$ cat src/rtl/chronologic_if.sv
// chronologic_if: stimulus and result bundle for the chronologic temporal checker.
interface chronologic_if #(parameter int CNT_W = 16);
  logic a;
  logic b;
  logic clr_cnt;
  logic pass_o;
  logic fail_o;
  logic vac_o;
  logic past_b_o;
  logic hist_valid_o;
  logic [CNT_W-1:0] pass_cnt_o;
  logic [CNT_W-1:0] fail_cnt_o;
  logic [CNT_W-1:0] cyc_cnt_o;
  logic [CNT_W-1:0] last_fail_o;
  modport master (
    output a, b, clr_cnt,
    input  pass_o, fail_o, vac_o, past_b_o, hist_valid_o,
    input  pass_cnt_o, fail_cnt_o, cyc_cnt_o, last_fail_o
  );
  modport slave (
    input  a, b, clr_cnt,
    output pass_o, fail_o, vac_o, past_b_o, hist_valid_o,
    output pass_cnt_o, fail_cnt_o, cyc_cnt_o, last_fail_o
  );
endinterface

$ cat src/rtl/chronologic.sv
// chronologic: on-chip monitor for a |-> ($past(b,DELAY) == EXPECT) with saturating stats.
// Define CHRONO_VACUOUS_PASS_EN to also count vacuous cycles as passes.
module chronologic #(
  parameter int       DELAY  = 2,
  parameter logic     EXPECT = 1'b1,
  parameter int       CNT_W  = 16
) (
  input logic         clk,
  input logic         rst,
  chronologic_if.slave bus
);
  localparam int VW = $clog2(DELAY + 1);
  logic [DELAY-1:0] r_hist;
  logic [VW-1:0]    r_vcnt;
  logic             r_pass, r_fail, r_vac, r_past;
  logic [CNT_W-1:0] r_pass_cnt, r_fail_cnt, r_cyc_cnt, r_last_fail;
  logic             w_past, w_pass_hit, w_fail_hit, w_vac, w_pass_inc;
  logic [CNT_W-1:0] w_pass_base, w_fail_base, w_cyc_base, w_last_base;
  logic [CNT_W-1:0] w_pass_nxt, w_fail_nxt, w_cyc_nxt, w_last_nxt;
  always_comb begin
    w_past      = r_hist[DELAY-1];
    w_vac       = ~bus.a;
    w_pass_hit  = bus.a & (w_past == EXPECT);
    w_fail_hit  = bus.a & (w_past != EXPECT);
`ifdef CHRONO_VACUOUS_PASS_EN
    w_pass_inc  = w_pass_hit | w_vac;
`else
    w_pass_inc  = w_pass_hit;
`endif
    // a clear restarts the counters from zero, then this edge's event still counts
    w_pass_base = bus.clr_cnt ? '0 : r_pass_cnt;
    w_fail_base = bus.clr_cnt ? '0 : r_fail_cnt;
    w_cyc_base  = bus.clr_cnt ? '0 : r_cyc_cnt;
    w_last_base = bus.clr_cnt ? '0 : r_last_fail;
    w_pass_nxt  = (w_pass_inc && !(&w_pass_base)) ? w_pass_base + CNT_W'(1) : w_pass_base;
    w_fail_nxt  = (w_fail_hit && !(&w_fail_base)) ? w_fail_base + CNT_W'(1) : w_fail_base;
    w_cyc_nxt   = bus.clr_cnt ? '0 : (&r_cyc_cnt ? r_cyc_cnt : r_cyc_cnt + CNT_W'(1));
    w_last_nxt  = w_fail_hit ? w_cyc_base : w_last_base;
  end
  always_ff @(posedge clk) begin
    if (rst) begin
      r_hist      <= '0;
      r_vcnt      <= '0;
      r_pass      <= 1'b0;
      r_fail      <= 1'b0;
      r_vac       <= 1'b0;
      r_past      <= 1'b0;
      r_pass_cnt  <= '0;
      r_fail_cnt  <= '0;
      r_cyc_cnt   <= '0;
      r_last_fail <= '0;
    end else begin
      r_hist      <= (r_hist << 1) | DELAY'(bus.b);
      r_vcnt      <= (r_vcnt == VW'(DELAY)) ? r_vcnt : r_vcnt + VW'(1);
      r_pass      <= w_pass_inc;
      r_fail      <= w_fail_hit;
      r_vac       <= w_vac;
      r_past      <= w_past;
      r_pass_cnt  <= w_pass_nxt;
      r_fail_cnt  <= w_fail_nxt;
      r_cyc_cnt   <= w_cyc_nxt;
      r_last_fail <= w_last_nxt;
    end
  end
  assign bus.pass_o       = r_pass;
  assign bus.fail_o       = r_fail;
  assign bus.vac_o        = r_vac;
  assign bus.past_b_o     = r_past;
  assign bus.hist_valid_o = (r_vcnt == VW'(DELAY));
  assign bus.pass_cnt_o   = r_pass_cnt;
  assign bus.fail_cnt_o   = r_fail_cnt;
  assign bus.cyc_cnt_o    = r_cyc_cnt;
  assign bus.last_fail_o  = r_last_fail;
endmodule

$ cat src/flat_wrapper.sv
// flat-port wrapper written by rule: the top's interface ports become plain ports
module chronologic_flat 
#(
  parameter int       DELAY  = 2,
  parameter logic     EXPECT = 1'b1,
  parameter int       CNT_W  = 16
)
  (clk, rst, bus_a, bus_b, bus_clr_cnt, bus_pass_o, bus_fail_o, bus_vac_o, bus_past_b_o, bus_hist_valid_o, bus_pass_cnt_o, bus_fail_cnt_o, bus_cyc_cnt_o, bus_last_fail_o);
  chronologic_if #(.CNT_W(CNT_W)) bus_i ();
  input logic clk;
  input logic rst;
  input wire logic [$bits(bus_i.a)-1:0] bus_a;
  input wire logic [$bits(bus_i.b)-1:0] bus_b;
  input wire logic [$bits(bus_i.clr_cnt)-1:0] bus_clr_cnt;
  output wire logic [$bits(bus_i.pass_o)-1:0] bus_pass_o;
  output wire logic [$bits(bus_i.fail_o)-1:0] bus_fail_o;
  output wire logic [$bits(bus_i.vac_o)-1:0] bus_vac_o;
  output wire logic [$bits(bus_i.past_b_o)-1:0] bus_past_b_o;
  output wire logic [$bits(bus_i.hist_valid_o)-1:0] bus_hist_valid_o;
  output wire logic [$bits(bus_i.pass_cnt_o)-1:0] bus_pass_cnt_o;
  output wire logic [$bits(bus_i.fail_cnt_o)-1:0] bus_fail_cnt_o;
  output wire logic [$bits(bus_i.cyc_cnt_o)-1:0] bus_cyc_cnt_o;
  output wire logic [$bits(bus_i.last_fail_o)-1:0] bus_last_fail_o;
  assign bus_i.a = bus_a;
  assign bus_i.b = bus_b;
  assign bus_i.clr_cnt = bus_clr_cnt;
  assign bus_pass_o = bus_i.pass_o;
  assign bus_fail_o = bus_i.fail_o;
  assign bus_vac_o = bus_i.vac_o;
  assign bus_past_b_o = bus_i.past_b_o;
  assign bus_hist_valid_o = bus_i.hist_valid_o;
  assign bus_pass_cnt_o = bus_i.pass_cnt_o;
  assign bus_fail_cnt_o = bus_i.fail_cnt_o;
  assign bus_cyc_cnt_o = bus_i.cyc_cnt_o;
  assign bus_last_fail_o = bus_i.last_fail_o;
  chronologic #(.DELAY(DELAY), .EXPECT(EXPECT), .CNT_W(CNT_W)) u_core (.clk(clk), .rst(rst), .bus(bus_i));
endmodule
$ cat config.mk
export PLATFORM = sky130hd
export DESIGN_NAME = chronologic_flat
export DESIGN_NICKNAME = d
export VERILOG_FILES = /design/src/rtl/chronologic_if.sv /design/src/rtl/chronologic.sv /design/src/flat_wrapper.sv
export SDC_FILE = /design/constraint.sdc
export NUM_CORES = 1
export LEC_CHECK = 0
export BUFFER_PORTS_ARGS = -buffer_cell sky130_fd_sc_hd__buf_2
export CAP_MARGIN = 30
export CORE_ASPECT_RATIO = 1.1
export CORE_UTILIZATION = 48
export DETAILED_ROUTE_END_ITERATION = 12
export GPL_TIMING_DRIVEN = 0
export HOLD_SLACK_MARGIN = 0.15
export PLACE_DENSITY = 0.87
export REMOVE_ABC_BUFFERS = 1
export SLEW_MARGIN = 5
export SYNTH_ARGS = -nofsm -noshare
export SYNTH_HDL_FRONTEND = slang
export SYNTH_SLANG_ARGS = --single-unit
export TNS_END_PERCENT = 5
$ cat constraint.sdc
create_clock -name clk -period 1.9 [get_ports clk]
set_input_delay 0.285 -clock clk [delete_from_list [all_inputs] [get_ports clk]]
set_output_delay 0.285 -clock clk [all_outputs]
set_load 0.02 [all_outputs]
==> flow_summary.yaml, run 1 <==
outcome:
  status: "completed"
yosys:
  postSynthAreaPerCell_um2: 8.63
  synth_edf_count: 0
  synthMuxAreaShare_pct: 1.53
  synth.cell_area_mm2: 0.00326
  async_reset_ff_share_pct: 0
  synth_area_leaders: "dfxtp_1 (44%), xnor2_1 (6.7%), nand2_1 (5.9%)"
  synth_compound_area_share_pct: 11.9
  synth_area_leader_cell: "dfxtp_1"
  yosys.area_share.simple_pct: 31.0
  ys_seq_area_share_pct: 44.2
  netlist.area_leader.share_pct: 44.2
  synth_top_family_by_area: "simple AND/OR/NAND/NOR gates"
  synth-seq-cells: 72
  synth_cells: 378
  synthDistinctLibCells: 51
  synth_flop_cell: "dfxtp_1"
  synth-xor-area-share_pct: 7.25
  ys_warn_count: 0
  yosys.area_share.adder_pct: 1.15
power_and_ir_drop:
  ir_worst_vdd_v: 0.000561
  power.density_cell_area_mw_per_mm2: 785
  clkPwrFrac_pct: 43.0
  power.leakage_nw: 1.67
  power_switching_w: 0.000715
  power_frac_comb_pct: 6.5
  p_seq_share_pct: 50.5
  swShare_pct: 23.2
  intPower_w: 0.00237
hold_path:
  hold_class: "input port to flip-flop"
  holdPathEnd: "u_core.bus.vac_o"
  whs_path_depth: 2
  worstHoldStart: "bus_a"
floorplan:
  row_count: 31
  die_h_um: 88.4
  start_util_pct: 49.4
  core_mm2: 0.00659
  die_x_um: 80.6
  io_pins: 74
  die-area_mm2: 0.00713
detailed_routing:
  via_per_inst: 5.42
  vias: 2899
  wirelength_um: 7370
  first_pass_iters: 4
  detail_route.wl_per_cell_um: 13.8
  drc_errors: 0
  antenna_left: 0
  drtIter0Drc: 121
clock_network:
  cts_tree: "yes"
  insertion_delay_ns: 0.34
  htree_levels: 3
  clock_sinks: 72
  root_buffer: "clkbuf_8"
  clk_pin_slew_ns: 0.07
  clockBufferDepth: 2
  cts_buffers: 9
layout:
  area_delta_synth_final_pct: 20.6
  final.fill_count: 596
  n_antenna_cell: 0
  drive_gt1_share_pct: 25.4
  layout_commonest_cell: "buf_2"
  fin_nets: 456
  final_cell_mix: "buf_2 (73), dfxtp_1 (71), nand2_1 (51), nor2_1 (44), a21oi_1 (36)"
critical_path:
  r2r-start: "u_core.bus.pass_cnt_o[0]"
  cp.arrival_ns: 2.03
  path_max_fanout: 5
  crit_type: "flip-flop to flip-flop"
  r2r_cells: 6
  rr_endpoint: "u_core.bus.pass_cnt_o[14]"
  cp.required_ns: 2.14
  worstSetupStartpoint: "u_core.bus.pass_cnt_o[0]"
  endpoint_kind: "flip-flop"
  start_kind: "flip-flop"
  reg2reg_slack_ns: 0.11
global_routing:
  gr-total-overflow: 0
  grt_max_degree: 44
  antenna_found_initial: 0
  grt_pass1_wl_um: 11800
  grt_usage_pct: 21.5
  grt_pass1_vias: 2632
place:
  placement.io_buffers: 73
  dp_hpwl_um: 5060
  finalWeightedCongestion: 0.866
timing:
  period_share_pct: 94.1
  setup-tns-final_ns: 0
  fmax_ghz: 0.559
  hold_violations: 0
  finalSetupViolCount: 0
  finClkSkew_ns: 0.00757
  maxSlewViolCount: 0
  tightest_slew_ns: 0.845
  slew_headroom_pct: 43.4
  fin_crit_ns: 1.79
  hold_ws_ns: 0.202
  rsz0062_at_grt: "yes"
run:
  cap_violations: 0
power groups by stage:
stage                     clock network [W]  registers (W)  logic (W)
after floorplan                           0        0.00160   0.000122
after detailed placement                  0        0.00160   0.000201
after CTS                           0.00135        0.00156   0.000203
after global routing                0.00142        0.00156   0.000223
after global placement                    0        0.00159   0.000186
final                               0.00133        0.00156   0.000199
cell type report:
| type | instances | area, µm² | share of cell area [%] |
|---|---|---|---|
| Sequential cell | 72 | 1440 | 36.7 |
| Tap cell | 82 | 103 | 2.61 |
| Inverter | 4 | 15.0 | 0.382 |
| Clock inverter | 6 | 82.6 | 2.10 |
| Timing Repair Buffer | 78 | 405 | 10.3 |
| Clock buffer | 10 | 138 | 3.50 |
| Multi-Input combinational cell | 283 | 1750 | 44.4 |
critical path, cell delays in order (launching register included):
cell and delay, ns:
dfxtp_1 0.35, nor2b_1 0.25, ha_2 0.27, nand4_1 0.21, nor4_4 0.28, a31oi_1 0.13
a41o_1 0.20
Yosys cell counts (2+ instances only):
cell	instances
a211oi_1	7
a21oi_1	36
a41oi_1	2
and2_0	2
and2_1	2
and3_1	6
and4_1	3
buf_2	2
clkbuf_1	15
dfxtp_1	72
ha_1	3
inv_1	4
mux2i_1	5
nand2_1	51
nand2b_1	6
nand3_1	24
nand4_1	4
nand4b_1	2
nor2_1	44
nor2b_1	14
nor3_1	6
nor4_1	2
nor4_4	4
o211a_1	2
o21ai_0	5
or2_2	3
or3_1	3
xnor2_1	25
xor2_1	2
routing by layer:
metal,vias up,GRT usage (%),part of all wire (%)
met5,-,0,0
met4,0,8.93,1.4
met3,8,5.46,4.6
met2,77,37.9,49
met1,1374,24.7,45
li1,1440,-,-
state kept, by name, indices dropped and copies added, names as in the netlist:
signal,cells
u_core.r_vcnt,2
u_core.bus.last_fail_o,16
u_core.bus.pass_cnt_o,16
u_core.bus.past_b_o,1
u_core.r_hist,2
u_core.bus.pass_o,1
u_core.bus.cyc_cnt_o,16
u_core.bus.vac_o,1
u_core.bus.fail_o,1
u_core.bus.fail_cnt_o,16
cells by family after synthesis:
| kind of cell | after synthesis |
|---|---|
| flip-flops | 72 |
| buffers and inverters | 23 |
| AND/OR/NAND/NOR | 186 |
| XOR/XNOR | 27 |
| AO/OA/AOI/OAI | 62 |
| adder cells (fa/ha/maj) | 3 |
| multiplexers | 5 |
worst max-delay path by stage:
stage                                      to  slack, ns
finish              u_core.bus.pass_cnt_o[14]       0.11
global route        u_core.bus.pass_cnt_o[14]      -0.01
CTS                  u_core.bus.pass_cnt_o[8]       0.02
detailed placement   u_core.bus.pass_cnt_o[3]      -0.23
global placement     u_core.bus.fail_cnt_o[2]      -0.25
floorplan           u_core.bus.pass_cnt_o[14]       0.07
stage by stage:
stage | power, W | instances | setup WS (ns) | util [%] | cell area [µm²]
after floorplan | 0.00172 | 359 | 0.0704 | - | 3180
after global routing | 0.00321 | 535 | -0.0142 | 59.7 | 3930
after global placement | 0.00178 | 514 | -0.246 | 55.3 | 3650
after CTS | 0.00312 | 532 | 0.0163 | 58.9 | 3880
final | 0.00309 | 535 | 0.111 | 59.7 | 3930
after detailed placement | 0.00180 | 515 | -0.229 | 55.4 | 3650
what timing repair did:
| action | in CTS | in global routing |
|---|---|---|
| pin swaps | 2 | 5 |
| hold endpoints to repair | 1 | 0 |
| endpoints found under the setup margin | 2 | 18 |
| buffers inserted | 0 | 3 |
| gates resized for setup | 0 | 7 |
| hold buffers | 1 | 0 |
Note: power is estimated with default switching activity, not from simulation.
==> run 2: changes to the inputs <==
--- a/config.mk
+++ b/config.mk
@@ -5,14 +5,15 @@
 export SDC_FILE = /design/constraint.sdc
 export NUM_CORES = 1
 export LEC_CHECK = 0
+export ABC_AREA = 1
 export BUFFER_PORTS_ARGS = -buffer_cell sky130_fd_sc_hd__buf_2
-export CAP_MARGIN = 30
+export CAP_MARGIN = 20
 export CORE_ASPECT_RATIO = 1.1
-export CORE_UTILIZATION = 48
+export CORE_UTILIZATION = 50
 export DETAILED_ROUTE_END_ITERATION = 12
 export GPL_TIMING_DRIVEN = 0
 export HOLD_SLACK_MARGIN = 0.15
-export PLACE_DENSITY = 0.87
+export PLACE_DENSITY = 0.88
 export REMOVE_ABC_BUFFERS = 1
 export SLEW_MARGIN = 5
 export SYNTH_ARGS = -nofsm -noshare
==> run 2 against run 1 <==
Compared with the run above:
- sequential share of layout area shrank 5.0 points
- utilization is 1.2 points higher
- area after synthesis grew 19%
- critical path type unchanged
- highest routed layer unchanged
==> flow_summary.yaml, run 2 <==
outcome:
  status: "completed"
timing:
  fmax_ghz: 0.557
  period_share_pct: 94.5
  hold_violations: 0
  tightest_slew_ns: 0.938
  fin_crit_ns: 1.79
  rsz0062_at_grt: "yes"
  slew_headroom_pct: 37.4
  maxSlewViolCount: 0
  finClkSkew_ns: 0.0112
  finalSetupViolCount: 0
layout:
  multiInputGateArea_mm2: 0.00205
  fin_area_mm2: 0.00455
  regArea_mm2: 0.00144
  area_delta_synth_final_pct: 17.5
  finalCoreUtilization_pct: 60.8
  drive_gt1_share_pct: 20.8
  n_antenna_cell: 0
  final.fill_count: 690
  fin_nets: 641
  final_cell_mix: "nand2_1 (112), nand3_1 (85), nor2_1 (82)"
  layout_commonest_cell: "nand2_1"
yosys:
  synth-seq-cells: 72
  yosysMostFrequentCell: "nand2_1"
  synth-xor-area-share_pct: 0.679
  yosys.area_share.simple_pct: 42.0
  synth.cell_area_mm2: 0.00387
  ys_seq_area_share_pct: 37.2
  synth_top_family_by_area: "simple AND/OR/NAND/NOR gates"
  synth_flop_cell: "dfxtp_1"
  yosys.area_share.adder_pct: 0.970
  synthDistinctLibCells: 33
  synth_cells: 566
  ys_warn_count: 0
  async_reset_ff_share_pct: 0
  synth_commonest_cells: "nand2_1 (112), nand3_1 (86), nor2_1 (82)"
  netlist.area_leader.share_pct: 37.2
  postSynthAreaPerCell_um2: 6.84
  synth_edf_count: 0
  synthMuxAreaShare_pct: 0
  synth_area_leaders: "dfxtp_1 (37%), nand3_1 (11%), nand2_1 (11%)"
  synth_compound_area_share_pct: 8.14
  synth_area_leader_cell: "dfxtp_1"
place:
  placement.io_buffers: 73
  finalWeightedCongestion: 0.886
  dp_hpwl_um: 6440
  placed_area_mm2: 0.00424
detailed_routing:
  drtIter0Drc: 182
  detail_route.wl_per_cell_um: 12.5
  first_pass_iters: 5
  via_per_inst: 5.26
  drc_errors: 0
  wirelength_um: 9310
  antenna_left: 0
  vias: 3906
critical_path:
  rr_endpoint: "u_core.bus.cyc_cnt_o[0]"
  cp.arrival_ns: 2.07
  cp.required_ns: 2.18
  worstSetupStartpoint: "u_core.bus.cyc_cnt_o[0]"
  r2r_cells: 7
  endpoint_kind: "flip-flop"
  start_kind: "flip-flop"
  crit_end: "u_core.bus.cyc_cnt_o[0]"
  r2r-start: "u_core.bus.cyc_cnt_o[0]"
  crit_type: "flip-flop to flip-flop"
  path_max_fanout: 15
  reg2reg_slack_ns: 0.11
global_routing:
  grt_pass1_wl_um: 15200
  grt_max_degree: 43
  grt_pass1_vias: 3586
  grt_usage_pct: 23.3
  gr-total-overflow: 0
  antenna_found_initial: 0
floorplan:
  io_pins: 74
  die_h_um: 94.3
  core_mm2: 0.00747
  row_count: 33
  die_x_um: 85.9
  start_util_pct: 51.8
  die-area_mm2: 0.00810
clock_network:
  htree_levels: 3
  post_cts_buffers: 0
  clock_sinks: 72
  cts_tree: "yes"
  insertion_delay_ns: 0.35
  root_buffer: "clkbuf_8"
  cts_buffers: 9
  clk_pin_slew_ns: 0.08
  clockBufferDepth: 2
power_and_ir_drop:
  power.density_cell_area_mw_per_mm2: 686
  power.leakage_nw: 2.07
  fin_total_pwr_w: 0.00312
  ir_worst_vdd_v: 0.000426
run:
  cap_violations: 0
hold_path:
  hold_class: "input port to flip-flop"
run 2: area by class of cell:
cell class                 instances  share of cell area, %
clock buffer                      11                   3.11
clock inverter                     5                   1.76
inverter                          75                   6.49
multi-input combinational        399                   45.1
sequential                        72                   31.7
tap                              105                   2.89
timing repair buffer              76                   8.97
run 2: how the worst min path moves through the flow:
stage / start / to / cells past startpoint
floorplan: rst / u_core.bus.vac_o / 1
global placement: u_core.r_hist[0] / u_core.r_hist[1] / 2
detailed placement: u_core.r_hist[0] / u_core.r_hist[1] / 2
CTS: rst / u_core.bus.past_b_o / 2
global route: rst / u_core.bus.vac_o / 2
finish: rst / u_core.bus.past_b_o / 2
run 2: critical path, cell delays in order (launching register included):
cell	delay, ns
dfxtp_1	0.46
ha_1	0.30
nand2_1	0.14
nor2_4	0.19
nand4_4	0.26
inv_1	0.20
nand2_1	0.07
a21oi_1	0.12
run 2: metrics by stage:
stage | hold WS, ns | TNS, ns | cells | setup slack, ns
2_1_floorplan | 0.352 | -7.21 | 545 | -0.511
3_3_place_gp | 0.393 | -29.69 | 723 | -1.28
3_5_place_dp | 0.395 | -16.73 | 724 | -0.771
4_1_cts | 0.399 | -0.0396 | 742 | -0.0213
5_1_grt | 0.434 | -0.111 | 743 | -0.0551
6_report | 0.403 | 0 | 743 | 0.105
run 2: timing repair:
action / 4_1_cts / 5_1_grt
hold buffers: 2 / 0
hold endpoints to repair: 2 / 0
pin swaps: 0 / 0
endpoints found under the setup margin: 33 / 26
gates resized for setup: 6 / 6
gates cloned: 0 / 1
run 2: cell families (layout without fill, tap and decap cells):
kind of cell,Yosys count,in the layout
flip-flops,72,72
XOR/XNOR,3,3
adder cells (fa/ha/maj),3,3
AND/OR/NAND/NOR,333,334
AO/OA/AOI/OAI,59,59
buffers and inverters,96,167
run 2: per-layer routing:
metal | global-route usage [%] | wire (µm)
met5 | 0 | 0
met1 | 26.6 | 3910
met2 | 42.3 | 4690
met4 | 10.8 | 172
met3 | 3.51 | 545
run 2: power by group:
group          switching (W)  internal, W  leakage [nW]
combinational       0.000153    0.0000634          1.38
clock               0.000583     0.000774         0.106
sequential         0.0000143      0.00153         0.582
total               0.000750      0.00237          2.07
==> run 3: changes to the inputs <==
--- a/config.mk
+++ b/config.mk
@@ -13,7 +13,7 @@
 export DETAILED_ROUTE_END_ITERATION = 12
 export GPL_TIMING_DRIVEN = 0
 export HOLD_SLACK_MARGIN = 0.15
-export PLACE_DENSITY = 0.88
+export PLACE_DENSITY = 0.76
 export REMOVE_ABC_BUFFERS = 1
 export SLEW_MARGIN = 5
 export SYNTH_ARGS = -nofsm -noshare
==> constraint.sdc (replaced) <==
create_clock -name clk -period 1.9 [get_ports clk]
set_input_delay 0.475 -clock clk [delete_from_list [all_inputs] [get_ports clk]]
set_output_delay 0.475 -clock clk [all_outputs]
set_load 0.02 [all_outputs]
==> run 3 against run 2 <==
Compared with the run above:
- critical path type is now input port to flip-flop
- largest cell class unchanged
- critical endpoint is now u_core.bus.pass_cnt_o[11]
- global-route usage increased by 0.78 points
- first-iteration DRC count increased by 7.7%
- combinational power increased by 2%
- clock skew about the same
==> flow_summary.yaml, run 3 (synthesis gave the netlist of run 2 again) <==
outcome:
  status: "completed"
global_routing:
  grt_max_degree: 43
  grt_pass1_vias: 3440
  antenna_found_initial: 0
  grt_pass1_wl_um: 15500
  grt_usage_pct: 24.1
  gr-total-overflow: 0
detailed_routing:
  first_pass_iters: 6
  vias: 3886
  antenna_left: 0
  drtIter0Drc: 196
  via_per_inst: 5.20
  detail_route.wl_per_cell_um: 12.7
  wirelength_um: 9490
  drc_errors: 0
floorplan:
  die-area_mm2: 0.00810
  row_count: 33
  io_pins: 74
  start_util_pct: 51.8
  die_h_um: 94.3
  core_mm2: 0.00747
  die_x_um: 85.9
critical_path:
  cp.required_ns: 2.19
  crit_type: "input port to flip-flop"
  r2r-start: "u_core.bus.pass_cnt_o[0]"
  start_kind: "input port"
  endpoint_kind: "flip-flop"
  path_max_fanout: 12
  r2r_cells: 9
  reg2reg_slack_ns: 0.13
  cp.arrival_ns: 2.12
  rr_endpoint: "u_core.bus.pass_cnt_o[11]"
power_and_ir_drop:
  ir_worst_vdd_v: 0.000400
  power.density_cell_area_mw_per_mm2: 705
  power.leakage_nw: 2.12
timing:
  slew_headroom_pct: 33.6
  finalSetupViolCount: 0
  period_share_pct: 96.5
  finClkSkew_ns: 0.0108
  tightest_slew_ns: 0.994
  hold_ws_ns: 0.315
  maxSlewViolCount: 0
  fin_crit_ns: 1.83
  hold_violations: 0
  rsz0062_at_grt: "yes"
  fmax_ghz: 0.546
  setup-tns-final_ns: 0
place:
  placement.io_buffers: 73
  dp_hpwl_um: 6280
  finalWeightedCongestion: 0.880
  dp_cells: 724
clock_network:
  htree_levels: 3
  root_buffer: "clkbuf_8"
  clockBufferDepth: 2
  clock_sinks: 72
  cts_tree: "yes"
  clk_pin_slew_ns: 0.08
  cts_buffers: 9
  cts_hold_buf: 0
  insertion_delay_ns: 0.35
layout:
  final_cell_mix: "nand2_1 (111), nand3_1 (86), nor2_1 (80), buf_2 (72)"
  n_antenna_cell: 0
  area_delta_synth_final_pct: 19.7
  fin_cells: 748
  layout_commonest_cell: "nand2_1"
  fin_nets: 646
  drive_gt1_share_pct: 22.9
hold_path:
  worstHoldStart: "bus_a"
  whs_path_depth: 2
  holdPathEnd: "u_core.bus.vac_o"
  hold_class: "input port to flip-flop"
run:
  cap_violations: 0
-- run 3: changes by cell type in the layout (fill, tap and decap cells not counted), sizes merged --
cell	delta
buf	+4
bufinv	+1
clkinv	+1
clkbuf	-2
dlygate4sd3	-2
nand4	+2
inv	+1
-- run 3: worst max-delay path: stages --
cell and delay [ns]:
buf_4 0.20, clkinv_8 0.08, nand2_1 0.08, inv_1 0.11, ha_2 0.20, nand4_1 0.16
nor2_4 0.31, nand4_4 0.20, nand3_1 0.13, nand2_1 0.06, nor2_1 0.11
-- run 3: timing repair --
action / in CTS / in global routing
resized for setup: 6 / 12
gates cloned: 2 / 2
setup buffers: 0 / 4
setup endpoints to repair: 36 / 31
pin swaps: 0 / 3
-- run 3: per-layer routing --
| layer | track usage (%) | vias up | share of wire (%) |
|---|---|---|---|
| li1 | - | 1968 | - |
| met1 | 28.7 | 1769 | 42 |
| met2 | 43.1 | 135 | 51 |
| met3 | 4.57 | 14 | 6.4 |
| met4 | 8.06 | 0 | 1.3 |
| met5 | 0 | - | 0 |
-- run 3: how the worst max path moves through the flow --
stage                 from                        end  slack (ns)  depth (start not counted)
2_1_floorplan  bus_clr_cnt  u_core.bus.pass_cnt_o[13]       -0.70                          9
3_3_place_gp   bus_clr_cnt  u_core.bus.pass_cnt_o[15]       -1.51                         10
3_5_place_dp   bus_clr_cnt  u_core.bus.pass_cnt_o[15]       -0.93                         10
4_1_cts        bus_clr_cnt  u_core.bus.pass_cnt_o[11]        0.01                         11
5_1_grt        bus_clr_cnt   u_core.bus.pass_cnt_o[9]       -0.05                         11
6_report       bus_clr_cnt  u_core.bus.pass_cnt_o[11]        0.07                         11
-- run 3: stage by stage --
step / utilization (%) / instance area, µm² / power [W] / setup slack [ns]
floorplan: - / 3730 / 0.00172 / -0.701
global placement: 56.5 / 4220 / 0.00178 / -1.51
detailed placement: 56.8 / 4240 / 0.00179 / -0.933
CTS: 60.7 / 4530 / 0.00329 / 0.0126
global route: 62.0 / 4630 / 0.00339 / -0.0478
finish: 62.0 / 4630 / 0.00326 / 0.0674
-- run 3: layout make-up --
class | instances | area, µm²
Clock inverter | 7 | 120
Fill cell | 683 | 2840
Sequential cell | 72 | 1440
Timing Repair inverter | 1 | 6.26
Tap cell | 105 | 131
Multi-Input combinational cell | 401 | 2090
Inverter | 75 | 298
Clock buffer | 9 | 124
Timing Repair Buffer | 78 | 418
-- run 3: report_power, final --
part | total (W) | leakage [nW] | switching, W | internal [W]
Clock | 0.00150 | 0.119 | 0.000622 | 0.000874
Combinational | 0.000220 | 1.42 | 0.000153 | 0.0000664
Sequential | 0.00155 | 0.582 | 0.0000148 | 0.00153
Total | 0.00326 | 2.12 | 0.000790 | 0.00247
